--- config.mk ---
export PLATFORM = sky130hd
export DESIGN_NAME = mem_access_unit_flat
export DESIGN_NICKNAME = d
export VERILOG_FILES = /design/src/rtl/mem_access_unit_if.sv /design/src/rtl/mem_access_unit.sv /design/src/flat_wrapper.sv
export SDC_FILE = /design/constraint.sdc
export NUM_CORES = 1
export LEC_CHECK = 0
export ABC_CLOCK_PERIOD_IN_PS = 6200
export BUFFER_PORTS_ARGS = -buffer_cell sky130_fd_sc_hd__buf_2
export CAP_MARGIN = 20
export CORE_MARGIN = 2
export CORE_UTILIZATION = 52
export CTS_CLUSTER_DIAMETER = 100
export DETAILED_ROUTE_END_ITERATION = 6
export PLACE_DENSITY = 0.85
export REMOVE_ABC_BUFFERS = 1
export SKIP_LAST_GASP = 1
export SYNTH_ARGS = -nofsm -noshare
export SYNTH_HDL_FRONTEND = slang
export SYNTH_SLANG_ARGS = --single-unit
--- constraint.sdc ---
create_clock -name clk_i -period 6.2 [get_ports clk_i]
set_clock_uncertainty 0.1 [all_clocks]
set_input_delay 1.86 -clock clk_i [delete_from_list [all_inputs] [get_ports clk_i]]
set_output_delay 1.86 -clock clk_i [all_outputs]
set_load 0.03 [all_outputs]
--- src/rtl/mem_access_unit_if.sv ---
// Purpose: bundles the pipeline request/response handshake and the data-memory
//          bus of mem_access_unit.
// Signals:
//   req_*      pipeline request: valid/ready, we, size, signed, addr, wdata
//   rsp_*      completion pulse with extended load data and error flag
//   MemRe_o/MemWr_o/Adr_o/data_o   word-wide memory access issued by the unit
//   data_i     memory read data returned to the unit
// Modports: slave = the unit itself, master = pipeline + memory environment.
interface mem_access_unit_if #(
    parameter int unsigned ADDR_W = 32
);
    logic              req_valid_i;
    logic              req_ready_o;
    logic              req_we_i;
    logic [1:0]        req_size_i;
    logic              req_signed_i;
    logic [ADDR_W-1:0] req_addr_i;
    logic [31:0]       req_wdata_i;
    logic              rsp_valid_o;
    logic [31:0]       rsp_rdata_o;
    logic              rsp_err_o;
    logic              MemRe_o;
    logic              MemWr_o;
    logic [ADDR_W-1:0] Adr_o;
    logic [31:0]       data_o;
    logic [31:0]       data_i;

    modport slave (
        input  req_valid_i, req_we_i, req_size_i, req_signed_i, req_addr_i, req_wdata_i,
        input  data_i,
        output req_ready_o, rsp_valid_o, rsp_rdata_o, rsp_err_o,
        output MemRe_o, MemWr_o, Adr_o, data_o
    );

    modport master (
        output req_valid_i, req_we_i, req_size_i, req_signed_i, req_addr_i, req_wdata_i,
        output data_i,
        input  req_ready_o, rsp_valid_o, rsp_rdata_o, rsp_err_o,
        input  MemRe_o, MemWr_o, Adr_o, data_o
    );
endinterface

--- src/rtl/mem_access_unit.sv ---
// Purpose: MEM-stage initiator for a byte-addressed little-endian data memory.
//          Turns byte/half/word loads and stores into word-aligned MemRe/MemWr
//          accesses; sub-word stores use read-modify-write.
// Ports:
//   clk_i  clock, rising edge
//   rst_i  asynchronous active-high reset
//   bus    mem_access_unit_if.slave (request/response handshake + memory bus)
// Parameters: RD_WAIT (read-enable cycles before data_i is sampled, >=1), ADDR_W.
// Build option: MISALIGN_TRAP_EN -- when defined, misaligned/illegal requests
//   complete in one cycle with rsp_err_o=1 and no memory access; when undefined
//   they are force-aligned and size 11 behaves as word.
module mem_access_unit #(
    parameter int unsigned RD_WAIT = 1,
    parameter int unsigned ADDR_W  = 32
) (
    input  logic             clk_i,
    input  logic             rst_i,
    mem_access_unit_if.slave bus
);
    localparam int unsigned CNT_W = (RD_WAIT > 1) ? $clog2(RD_WAIT) : 1;
    localparam logic [1:0]  SZ_B  = 2'b00;
    localparam logic [1:0]  SZ_H  = 2'b01;
    localparam logic [1:0]  SZ_W  = 2'b10;

    typedef enum logic [1:0] {IDLE, READ, WRITE, RESP} state_t;

    state_t           state;
    logic [CNT_W-1:0] rd_cnt;
    logic             we_q;
    logic             signed_q;
    logic [1:0]       size_q;
    logic [1:0]       lane_q;
    logic [31:0]      wdata_q;

    logic [1:0]       req_size_c;
    logic [1:0]       req_lane_c;

    // Effective size and force-aligned byte lane of the incoming request
    always_comb begin
        req_size_c = (bus.req_size_i == 2'b11) ? SZ_W : bus.req_size_i;
        case (req_size_c)
            SZ_B:    req_lane_c = bus.req_addr_i[1:0];
            SZ_H:    req_lane_c = {bus.req_addr_i[1], 1'b0};
            default: req_lane_c = 2'b00;
        endcase
    end

`ifdef MISALIGN_TRAP_EN
    logic req_err_c;

    // Illegal size or misaligned half/word
    always_comb begin
        case (bus.req_size_i)
            SZ_B:    req_err_c = 1'b0;
            SZ_H:    req_err_c = bus.req_addr_i[0];
            SZ_W:    req_err_c = |bus.req_addr_i[1:0];
            default: req_err_c = 1'b1;
        endcase
    end
`endif

    // Select the addressed lane of a read word and extend it
    function automatic logic [31:0] load_ext(input logic [31:0] w, input logic [1:0] size,
                                             input logic [1:0] lane, input logic sgn);
        logic [31:0] sh;
        sh = w >> {lane, 3'b000};
        case (size)
            SZ_B:    load_ext = {{24{sgn & sh[7]}}, sh[7:0]};
            SZ_H:    load_ext = {{16{sgn & sh[15]}}, sh[15:0]};
            default: load_ext = sh;
        endcase
    endfunction

    // Replace the addressed lane of a read word with the store data
    function automatic logic [31:0] store_merge(input logic [31:0] w, input logic [1:0] size,
                                                input logic [1:0] lane, input logic [31:0] wd);
        logic [31:0] m;
        m = w;
        case (size)
            SZ_B:    m[{lane, 3'b000} +: 8]        = wd[7:0];
            SZ_H:    m[{lane[1], 4'b0000} +: 16]   = wd[15:0];
            default: m                             = wd;
        endcase
        return m;
    endfunction

    // Access sequencer with registered outputs
    always_ff @(posedge clk_i or posedge rst_i) begin
        if (rst_i) begin
            state           <= IDLE;
            rd_cnt          <= '0;
            we_q            <= 1'b0;
            signed_q        <= 1'b0;
            size_q          <= 2'b00;
            lane_q          <= 2'b00;
            wdata_q         <= 32'h0;
            bus.req_ready_o <= 1'b1;
            bus.rsp_valid_o <= 1'b0;
            bus.rsp_rdata_o <= 32'h0;
            bus.rsp_err_o   <= 1'b0;
            bus.MemRe_o     <= 1'b0;
            bus.MemWr_o     <= 1'b0;
            bus.Adr_o       <= '0;
            bus.data_o      <= 32'h0;
        end else begin
            // response fields are a one-cycle pulse
            bus.rsp_valid_o <= 1'b0;
            bus.rsp_rdata_o <= 32'h0;
            bus.rsp_err_o   <= 1'b0;
            case (state)
                IDLE: begin
                    if (bus.req_valid_i) begin
                        we_q            <= bus.req_we_i;
                        signed_q        <= bus.req_signed_i;
                        size_q          <= req_size_c;
                        lane_q          <= req_lane_c;
                        wdata_q         <= bus.req_wdata_i;
                        rd_cnt          <= '0;
                        bus.req_ready_o <= 1'b0;
`ifdef MISALIGN_TRAP_EN
                        if (req_err_c) begin
                            state           <= RESP;
                            bus.rsp_valid_o <= 1'b1;
                            bus.rsp_err_o   <= 1'b1;
                        end else
`endif
                        begin
                            bus.Adr_o <= {bus.req_addr_i[ADDR_W-1:2], 2'b00};
                            if (bus.req_we_i && req_size_c == SZ_W) begin
                                state       <= WRITE;
                                bus.MemWr_o <= 1'b1;
                                bus.data_o  <= bus.req_wdata_i;
                            end else begin
                                state       <= READ;
                                bus.MemRe_o <= 1'b1;
                            end
                        end
                    end
                end
                READ: begin
                    if (rd_cnt == CNT_W'(RD_WAIT - 1)) begin
                        bus.MemRe_o <= 1'b0;
                        if (we_q) begin
                            state       <= WRITE;
                            bus.MemWr_o <= 1'b1;
                            bus.data_o  <= store_merge(bus.data_i, size_q, lane_q, wdata_q);
                        end else begin
                            state           <= RESP;
                            bus.rsp_valid_o <= 1'b1;
                            bus.rsp_rdata_o <= load_ext(bus.data_i, size_q, lane_q, signed_q);
                        end
                    end else begin
                        rd_cnt <= rd_cnt + CNT_W'(1);
                    end
                end
                WRITE: begin
                    bus.MemWr_o     <= 1'b0;
                    state           <= RESP;
                    bus.rsp_valid_o <= 1'b1;
                end
                RESP: begin
                    state           <= IDLE;
                    bus.req_ready_o <= 1'b1;
                end
                default: begin
                    state           <= IDLE;
                    bus.req_ready_o <= 1'b1;
                end
            endcase
        end
    end
endmodule

--- src/flat_wrapper.sv ---
// flat-port wrapper written by rule: the top's interface ports become plain ports
module mem_access_unit_flat 
#(
    parameter int unsigned RD_WAIT = 1,
    parameter int unsigned ADDR_W  = 32
)
  (clk_i, rst_i, bus_req_valid_i, bus_req_we_i, bus_req_size_i, bus_req_signed_i, bus_req_addr_i, bus_req_wdata_i, bus_data_i, bus_req_ready_o, bus_rsp_valid_o, bus_rsp_rdata_o, bus_rsp_err_o, bus_MemRe_o, bus_MemWr_o, bus_Adr_o, bus_data_o);
  mem_access_unit_if #(.ADDR_W(ADDR_W)) bus_i ();
  input  logic clk_i;
  input  logic rst_i;
  input wire logic [$bits(bus_i.req_valid_i)-1:0] bus_req_valid_i;
  input wire logic [$bits(bus_i.req_we_i)-1:0] bus_req_we_i;
  input wire logic [$bits(bus_i.req_size_i)-1:0] bus_req_size_i;
  input wire logic [$bits(bus_i.req_signed_i)-1:0] bus_req_signed_i;
  input wire logic [$bits(bus_i.req_addr_i)-1:0] bus_req_addr_i;
  input wire logic [$bits(bus_i.req_wdata_i)-1:0] bus_req_wdata_i;
  input wire logic [$bits(bus_i.data_i)-1:0] bus_data_i;
  output wire logic [$bits(bus_i.req_ready_o)-1:0] bus_req_ready_o;
  output wire logic [$bits(bus_i.rsp_valid_o)-1:0] bus_rsp_valid_o;
  output wire logic [$bits(bus_i.rsp_rdata_o)-1:0] bus_rsp_rdata_o;
  output wire logic [$bits(bus_i.rsp_err_o)-1:0] bus_rsp_err_o;
  output wire logic [$bits(bus_i.MemRe_o)-1:0] bus_MemRe_o;
  output wire logic [$bits(bus_i.MemWr_o)-1:0] bus_MemWr_o;
  output wire logic [$bits(bus_i.Adr_o)-1:0] bus_Adr_o;
  output wire logic [$bits(bus_i.data_o)-1:0] bus_data_o;
  assign bus_i.req_valid_i = bus_req_valid_i;
  assign bus_i.req_we_i = bus_req_we_i;
  assign bus_i.req_size_i = bus_req_size_i;
  assign bus_i.req_signed_i = bus_req_signed_i;
  assign bus_i.req_addr_i = bus_req_addr_i;
  assign bus_i.req_wdata_i = bus_req_wdata_i;
  assign bus_i.data_i = bus_data_i;
  assign bus_req_ready_o = bus_i.req_ready_o;
  assign bus_rsp_valid_o = bus_i.rsp_valid_o;
  assign bus_rsp_rdata_o = bus_i.rsp_rdata_o;
  assign bus_rsp_err_o = bus_i.rsp_err_o;
  assign bus_MemRe_o = bus_i.MemRe_o;
  assign bus_MemWr_o = bus_i.MemWr_o;
  assign bus_Adr_o = bus_i.Adr_o;
  assign bus_data_o = bus_i.data_o;
  mem_access_unit #(.RD_WAIT(RD_WAIT), .ADDR_W(ADDR_W)) u_core (.clk_i(clk_i), .rst_i(rst_i), .bus(bus_i));
endmodule
==> results of run 1 <==
[worst reg2reg max path: cells and delay by family, from the launching register on]
kind	cells	cell delay, ns
simple gates	3	1.31
buf+inv	2	0.55
flops	1	0.39
fa+ha+maj	1	0.71
compound gates	1	0.22
[cell usage in the layout (no fill, tap or decap), types with 3 or more instances in the layout]
cell type / n
sky130_fd_sc_hd__o2bb2ai_1: 6
sky130_fd_sc_hd__o311ai_2: 7
sky130_fd_sc_hd__a221oi_2: 8
sky130_fd_sc_hd__a21o_1: 8
sky130_fd_sc_hd__clkinv_2: 3
sky130_fd_sc_hd__a32o_1: 15
sky130_fd_sc_hd__mux2i_1: 28
sky130_fd_sc_hd__a211oi_1: 21
sky130_fd_sc_hd__ha_1: 9
sky130_fd_sc_hd__nand3b_1: 11
sky130_fd_sc_hd__clkbuf_16: 17
sky130_fd_sc_hd__inv_1: 15
sky130_fd_sc_hd__nor2_1: 3
sky130_fd_sc_hd__a21oi_1: 33
sky130_fd_sc_hd__a311o_1: 7
sky130_fd_sc_hd__nor2b_1: 12
sky130_fd_sc_hd__nand2b_1: 4
sky130_fd_sc_hd__nor3_1: 3
sky130_fd_sc_hd__dfrtp_1: 136
sky130_fd_sc_hd__o21ai_0: 28
sky130_fd_sc_hd__a221o_1: 7
sky130_fd_sc_hd__clkbuf_8: 4
sky130_fd_sc_hd__clkbuf_1: 3
sky130_fd_sc_hd__buf_4: 8
sky130_fd_sc_hd__conb_1: 3
sky130_fd_sc_hd__buf_2: 200
sky130_fd_sc_hd__mux2_2: 66
sky130_fd_sc_hd__o31ai_1: 9
sky130_fd_sc_hd__o211ai_1: 11
sky130_fd_sc_hd__nand2_1: 63
sky130_fd_sc_hd__nand3_1: 3
sky130_fd_sc_hd__o21ai_1: 22
[through the flow]
step                      util, %  worst slack, ns  area (um^2)
after floorplan                 -            0.545         6760
after global placement       61.0             2.33         8050
after detailed placement     61.0             2.28         8050
after CTS                    65.4             2.71         8630
after global routing         65.8             2.69         8680
final                        65.8             2.86         8680
[final timing paths]
check                                                       from                              endpoint  slack (ns)  depth (start not counted)
worst min register to register  u_core.bus.data_o[1]$_DFFE_PP0P_      u_core.bus.data_o[1]$_DFFE_PP0P_        0.37                          2
worst max-delay path                 u_core.state[1]$_DFFE_PP0P_  u_core.bus.rsp_rdata_o[25]$_DFF_PP0_        2.86                          7
worst max register to register       u_core.state[1]$_DFFE_PP0P_  u_core.bus.rsp_rdata_o[25]$_DFF_PP0_        2.86                          7
worst min-delay path            u_core.bus.data_o[1]$_DFFE_PP0P_      u_core.bus.data_o[1]$_DFFE_PP0P_        0.37                          2
max in group asynchronous                                  rst_i     u_core.bus.data_o[29]$_DFFE_PP0P_        3.60                          4
min in group asynchronous                                  rst_i   u_core.bus.rsp_rdata_o[6]$_DFF_PP0_        1.27                          2
[logic make-up after synthesis]
logic type | count (synthesis)
adder cells (fa/ha/maj) | 9
buffers and inverters | 65
AO/OA/AOI/OAI | 195
flip-flops | 138
multiplexers | 95
AND/OR/NAND/NOR | 114
other | 1
[report_power, final]
group / internal, mW / switching, mW
Combinational: 0.964 / 1.69
Sequential: 1.32 / 0.285
Clock: 0.630 / 0.360
[layer usage]
metal / share of wire (%) / up-vias / global-route usage [%] / routed length, um
met5: 0.085 / - / 0 / 16
met4: 3.1 / 2 / 11.5 / 588
met3: 9.9 / 46 / 8.22 / 1860
met2: 47 / 332 / 42.3 / 8940
met1: 40 / 2828 / 34.4 / 7460
li1: - / 2664 / - / -
[state kept, by name (all words and copies together) (netlist names), 2 cells and up]
register	flops
u_core.lane_q	2
u_core.size_q	2
u_core.wdata_q	32
u_core.state	2
u_core.bus.rsp_rdata_o	32
u_core.bus.data_o	32
u_core.bus.Adr_o	30
[cell type report]
| type | instances | area [um^2] |
|---|---|---|
| Fill cell | 1040 | 4510 |
| Tap cell | 176 | 220 |
| Inverter | 16 | 65.1 |
| Clock buffer | 24 | 492 |
| Sequential cell | 138 | 3460 |
| Antenna cell | 1 | 2.50 |
| Multi-Input combinational cell | 416 | 3250 |
| Timing Repair Buffer | 210 | 1110 |
| Clock inverter | 7 | 90.1 |
==> impl_metrics.ini, run 1 <==
[synthesis]
synth-edff-count = 0
synthMostInstantiatedCell = sky130_fd_sc_hd__dfrtp_1
synth.ff_latch_count = 138
synth-compound-area-share_pct = 21.4
synth_simple_gate_area_share_pct = 8.43
synth.cells.most_frequent = sky130_fd_sc_hd__dfrtp_1 (137), sky130_fd_sc_hd__mux2_2 (66), sky130_fd_sc_hd__nand2_1 (64)
post_synth_mux_area_share_pct = 14.9
xor_xnor_share_of_the_synthesized_area_pct = 0
synth_fa_ha_area_share_pct = 1.61
synth_top_cell_by_area = sky130_fd_sc_hd__dfrtp_1
synth_cell_type_count = 54
synth-main-ff-cell = sky130_fd_sc_hd__dfrtp_1
synth-async-reset-ratio_pct = 100
synth.area.top_cells = sky130_fd_sc_hd__dfrtp_1 (49%), sky130_fd_sc_hd__mux2_2 (11%), sky130_fd_sc_hd__mux2i_1 (4.0%)
synth_area_per_cell_um2 = 11.3
synth_top_family_by_area = compound AO/OA/AOI/OAI gates
synth.yosys.warnings = 0
netlist_instances = 617
synth_area_um2 = 6980
synth_top_area_share_pct = 49.1
yosysSeqAreaShare_pct = 49.5

[clock_network]
cell_chosen_for_the_clock_root = sky130_fd_sc_hd__clkbuf_16
htree_num_levels = 4
postCtsHoldBufs = 0
clk-insertion-delay-late_ns = 0.42
clk_pin_slew_ns = 0.06
clock_path_buffers = 2
cts_buffers = 17
numClockSinks = 138
tritoncts = done
post-cts-setup-buffers = 0
postCtsResizedCells = 0

[timing]
slew_worst_pin_ns = 0.914
post-route-period-util_pct = 53.9
rsz0062_at_grt = false
hold-worst-slack_ns = 0.372
final-hold-violation-count = 0
setup_viol_count_final = 0
maxSlewHeadroom_pct = 38.6
timing.final.max_slew_violations = 0
fin_crit_ns = 3.34
fin_setup_tns_ns = 0
timing.fmax_mhz = 299

[critical_path]
critPathBufInv = 2
slowest_stage = sky130_fd_sc_hd__ha_1
worst_setup_path_end_kind = flop
critPathKind = flop to flop
critical_path.top_delay_family = simple AND/OR/NAND/NOR gates
setup.worst_path.start_class = flop
cp_max_fo = 31
critical_path_arrival_ns = 3.59
max_stage_delay_ns = 0.71
worst-endpoint-required_ns = 6.45
timing.critical_path.cells = inv_1 -> ha_1 -> buf_4 -> and2b_1 -> nand3_1 -> nor2_1 -> a21o_1

[global_route]
sum_of_overflow_across_all_layers_after_global_routing = 0
wire_length_of_the_first_global_routing_pass_um = 29900
vias_in_the_first_global_route = 5728
grt_antenna_before_repair = 3
pin_count_of_the_biggest_net_entering_global_routing = 115
groute.usage.overall_pct = 26.8

[run]
cap_viol_max_count = 0

[drt]
drc_errors = 0
wl_um = 18900
via_count = 5872
drt_pre_antenna_iters = 5
count_of_antenna_violating_nets_left_after_detailed_routing = 0
drt_iter0_markers = 453
wire_per_inst_um = 19.1
detail_route.vias_per_cell = 5.94

[power_and_ir_drop]
static-leakage-power_nw = 4.09
power.density_nw_per_um2 = 605
power.ir.vdd_worst_uv = 314
finalPower_mw = 5.25

[floorplanning]
initial_utilization_pct = 52.9
floorplan.die.height_um = 120
die_x_um = 120
io-pin-count = 204
core_area_um2 = 13200
placement_rows = 42
die_area_um2 = 14400

[placement]
placedCellCount = 954
port_buffers = 200
gp_routability_congestion = 0.888
dp_hpwl_um = 13400

[status]
run_status = complete, no violations

[hold_path]
hp-class = flop to flop

[final_layout]
finalNetCount = 911
post_route_cells_drive_above_1_share_pct = 41.2
layout.cells.non_filler = 988
area_delta_synth_final_pct = 24.4
(Power assumes the default switching activity.)
==> run 2: changes to the inputs <==
--- a/config.mk
+++ b/config.mk
@@ -5,14 +5,15 @@
 export SDC_FILE = /design/constraint.sdc
 export NUM_CORES = 1
 export LEC_CHECK = 0
-export ABC_CLOCK_PERIOD_IN_PS = 6200
+export ABC_AREA = 1
+export ABC_CLOCK_PERIOD_IN_PS = 2900
 export BUFFER_PORTS_ARGS = -buffer_cell sky130_fd_sc_hd__buf_2
 export CAP_MARGIN = 20
 export CORE_MARGIN = 2
-export CORE_UTILIZATION = 52
+export CORE_UTILIZATION = 48
 export CTS_CLUSTER_DIAMETER = 100
 export DETAILED_ROUTE_END_ITERATION = 6
-export PLACE_DENSITY = 0.85
+export PLACE_DENSITY = 0.82
 export REMOVE_ABC_BUFFERS = 1
 export SKIP_LAST_GASP = 1
 export SYNTH_ARGS = -nofsm -noshare
==> constraint.sdc (replaced) <==
create_clock -name clk_i -period 2.9 [get_ports clk_i]
set_clock_uncertainty 0.1 [all_clocks]
set_input_delay 0.87 -clock clk_i [delete_from_list [all_inputs] [get_ports clk_i]]
set_output_delay 0.87 -clock clk_i [all_outputs]
set_load 0.03 [all_outputs]
==> run 2 against run 1 <==
  * Via count up 27%
  * First-iteration DRC count up 71%
  * Routed wire length grew 16%
  * Synthesized cell count is 69% higher
  * Area after synthesis rose by 7.0%
  * Utilization shrank 5.5 points
  * Highest routed layer unchanged
  * Non-clock buffer count is 6 higher
  * Maximum frequency is 51% higher
  * Worst setup slack lost 2.2 ns
  * Sequential cell count unchanged
  * Cell count rose by 44%
  * Sequential power rose by 100%
==> impl_metrics.ini, run 2 <==
[drt]
wl_um = 22000
detail_route.vias_per_cell = 5.22
count_of_antenna_violating_nets_left_after_detailed_routing = 0
drt_iter0_markers = 773
drc_errors = 0
via_count = 7435
drt_pre_antenna_iters = 5
wire_per_inst_um = 15.4

[critical_path]
worst_setup_path_end_kind = flop
timing.critical_path.cells = buf_4 -> ha_1 -> clkinv_1 -> nor2_1 -> nand3_1 -> nand2_1 -> nand2_1 -> nand2_1 -> nand2_1 -> nand2_1
worst-endpoint-required_ns = 3.17
cell_depth_of_the_worst_flop_to_flop_path = 10
cell_seen_most_often_among_critical_path_stages = sky130_fd_sc_hd__nand2_1
worst_r2r_startpoint = u_core.lane_q[1]$_DFFE_PP0P_
ff2ff_setup_slack_ns = 0.68
setup.worst_path.start_class = flop
critical_path_arrival_ns = 2.49
critPathKind = flop to flop
rr_endpoint = u_core.bus.data_o[18]$_DFFE_PP0P_
cp_max_fo = 33
max_stage_delay_ns = 0.45
critical_path.top_delay_family = simple AND/OR/NAND/NOR gates
critPathBufInv = 2
slowest_stage = sky130_fd_sc_hd__nor2_1

[global_route]
grt_antenna_before_repair = 4
groute.usage.overall_pct = 27.2
wire_length_of_the_first_global_routing_pass_um = 35300
sum_of_overflow_across_all_layers_after_global_routing = 0
vias_in_the_first_global_route = 6934
pin_count_of_the_biggest_net_entering_global_routing = 58

[final_layout]
mostFrequentLayoutCell = sky130_fd_sc_hd__nand2_1
area_delta_synth_final_pct = 22.8
commonest_cells_after_routing_fill_and_taps_aside = sky130_fd_sc_hd__nand2_1 (493), sky130_fd_sc_hd__buf_2 (200), sky130_fd_sc_hd__dfrtp_1 (137), sky130_fd_sc_hd__o21ai_0 (78), sky130_fd_sc_hd__inv_1 (66)
final_design_area_no_fill_um2 = 9170
multiInputGateArea_um2 = 3420
finalNetCount = 1332
post_route_cells_drive_above_1_share_pct = 23.8
ff_latch_area_um2 = 3450
num-fill-cells = 1382
largest_registers = u_core.bus.data_o: 32 flops, u_core.bus.rsp_rdata_o: 32 flops, u_core.wdata_q: 32 flops

[clock_network]
htree_num_levels = 4
post-cts-setup-buffers = 0
postCtsResizedCells = 0
clock_path_buffers = 2
clk-insertion-delay-late_ns = 0.43
cell_chosen_for_the_clock_root = sky130_fd_sc_hd__clkbuf_16
numClockSinks = 138
tritoncts = done
postCtsHoldBufs = 0
clk_pin_slew_ns = 0.06
cts_buffers = 17

[power_and_ir_drop]
power.net_switching_mw = 5.40
internal_power_mw = 5.74
power.ir.vdd_worst_uv = 599
power.density_nw_per_um2 = 1210
static-leakage-power_nw = 5.12
switching_share_pct = 48.5
pwr-share-seq_pct = 29.7
clockPowerShare_pct = 19.7
combinationalPowerShare_pct = 50.7

[timing]
final-hold-violation-count = 0
timing.final.max_slew_violations = 0
timing.fmax_mhz = 451
setup_viol_count_final = 0
rsz0062_at_grt = false
slew_worst_pin_ns = 0.760
post-route-period-util_pct = 76.4
fin_crit_ns = 2.22
maxSlewHeadroom_pct = 49.0
fin_setup_tns_ns = 0

[synthesis]
netlist_instances = 1043
synth_top_cell_by_area = sky130_fd_sc_hd__dfrtp_1
synth.yosys.warnings = 0
synth-main-ff-cell = sky130_fd_sc_hd__dfrtp_1
synth.cells.most_frequent = sky130_fd_sc_hd__nand2_1 (493), sky130_fd_sc_hd__dfrtp_1 (137), sky130_fd_sc_hd__o21ai_0 (78)
synth.ff_latch_count = 138
yosysSeqAreaShare_pct = 46.3
synth-edff-count = 0
synth_cell_type_count = 28
synth_top_area_share_pct = 45.9
synth.area.top_cells = sky130_fd_sc_hd__dfrtp_1 (46%), sky130_fd_sc_hd__nand2_1 (25%), sky130_fd_sc_hd__o21ai_0 (5.2%)
synth_area_um2 = 7470
synth_area_per_cell_um2 = 7.16
synthMostInstantiatedCell = sky130_fd_sc_hd__nand2_1
synth-async-reset-ratio_pct = 100

[placement]
port_buffers = 200
dp_hpwl_um = 15600
placed_area_um2 = 8560
gp_routability_congestion = 0.925

[floorplanning]
floorplan.die.height_um = 129
core_area_um2 = 15200
initial_utilization_pct = 49.1
die_area_um2 = 16600
die_x_um = 129
placement_rows = 45
io-pin-count = 204

[status]
run_status = complete, no violations

[run]
cap_viol_max_count = 0

[hold_path]
hp-class = input pin to asynchronous set/reset pin
run 2: cell count changes after synthesis, moves of 27 or more:
| cell | before | now |
|---|---|---|
| sky130_fd_sc_hd__a21oi_1 | 33 | 65 |
| sky130_fd_sc_hd__mux2i_1 | 28 | 0 |
| sky130_fd_sc_hd__nor2_1 | 3 | 30 |
| sky130_fd_sc_hd__inv_1 | 16 | 67 |
| sky130_fd_sc_hd__nand3_1 | 3 | 42 |
| sky130_fd_sc_hd__nand2_1 | 64 | 493 |
| sky130_fd_sc_hd__o21ai_0 | 28 | 78 |
| sky130_fd_sc_hd__mux2_2 | 66 | 0 |
run 2: area by class of cell:
cell class / count / area share, %
flip-flops and latches: 138 / 37.7
multi-input cells: 772 / 37.3
repair buffers: 216 / 12.6
clock buffers: 22 / 5.28
inverters: 75 / 3.13
well taps: 188 / 2.57
clock inverters: 10 / 1.27
diodes: 4 / 0.109
run 2: worst max-delay path by stage:
| stage | end | cells past startpoint | slack, ns | start |
|---|---|---|---|---|
| after floorplan | u_core.bus.Adr_o[10]$_DFFE_PP0P_ | 1 | -1.76 | rst_i |
| after detailed placement | u_core.bus.data_o[18]$_DFFE_PP0P_ | 8 | 0.61 | bus_req_size_i[1] |
| after CTS | u_core.bus.data_o[6]$_DFFE_PP0P_ | 8 | 0.71 | u_core.lane_q[1]$_DFFE_PP0P_ |
| final | u_core.bus.data_o[18]$_DFFE_PP0P_ | 10 | 0.68 | u_core.lane_q[1]$_DFFE_PP0P_ |
| after global placement | u_core.bus.data_o[22]$_DFFE_PP0P_ | 8 | 0.68 | bus_req_size_i[1] |
| after global routing | u_core.bus.data_o[21]$_DFFE_PP0P_ | 10 | 0.48 | u_core.lane_q[1]$_DFFE_PP0P_ |
run 2: metrics by stage:
step	setup slack (ns)	power [mW]	cells	hold slack, ns	utilization, %
floorplan	-1.76	7.13	985	0.353	-
global route	0.482	11.9	1424	0.391	60.3
global placement	0.679	8.77	1389	0.357	56.3
detailed placement	0.606	8.88	1389	0.360	56.3
CTS	0.709	11.1	1421	0.376	60.2
finish	0.685	11.1	1425	0.373	60.3
run 2: power groups by stage:
stage / sequential [mW] / clock [mW] / combinational (mW)
2_1_floorplan: 4.44 / 0 / 2.69
3_3_place_gp: 3.29 / 0 / 5.47
3_5_place_dp: 3.30 / 0 / 5.58
4_1_cts: 3.29 / 2.22 / 5.62
5_1_grt: 3.39 / 2.31 / 6.23
6_report: 3.30 / 2.19 / 5.64
run 2: cells by family after synthesis:
logic type,Yosys count,share of synthesized area [%]
flops,138,46.3
fa+ha+maj,9,1.51
simple gates,582,30.8
compound gates,178,13.3
other cells,1,0.0502
buf+inv,135,8.02
run 2: metal layers:
layer	global-route usage, %	up-vias	share of wire [%]	routed length, um
met1	36.5	3390	41	9100
met2	42.4	363	46	10200
met3	6.07	55	9.0	1990
li1	-	3625	-	-
met5	0	-	0.046	10
met4	12.0	2	3.1	679
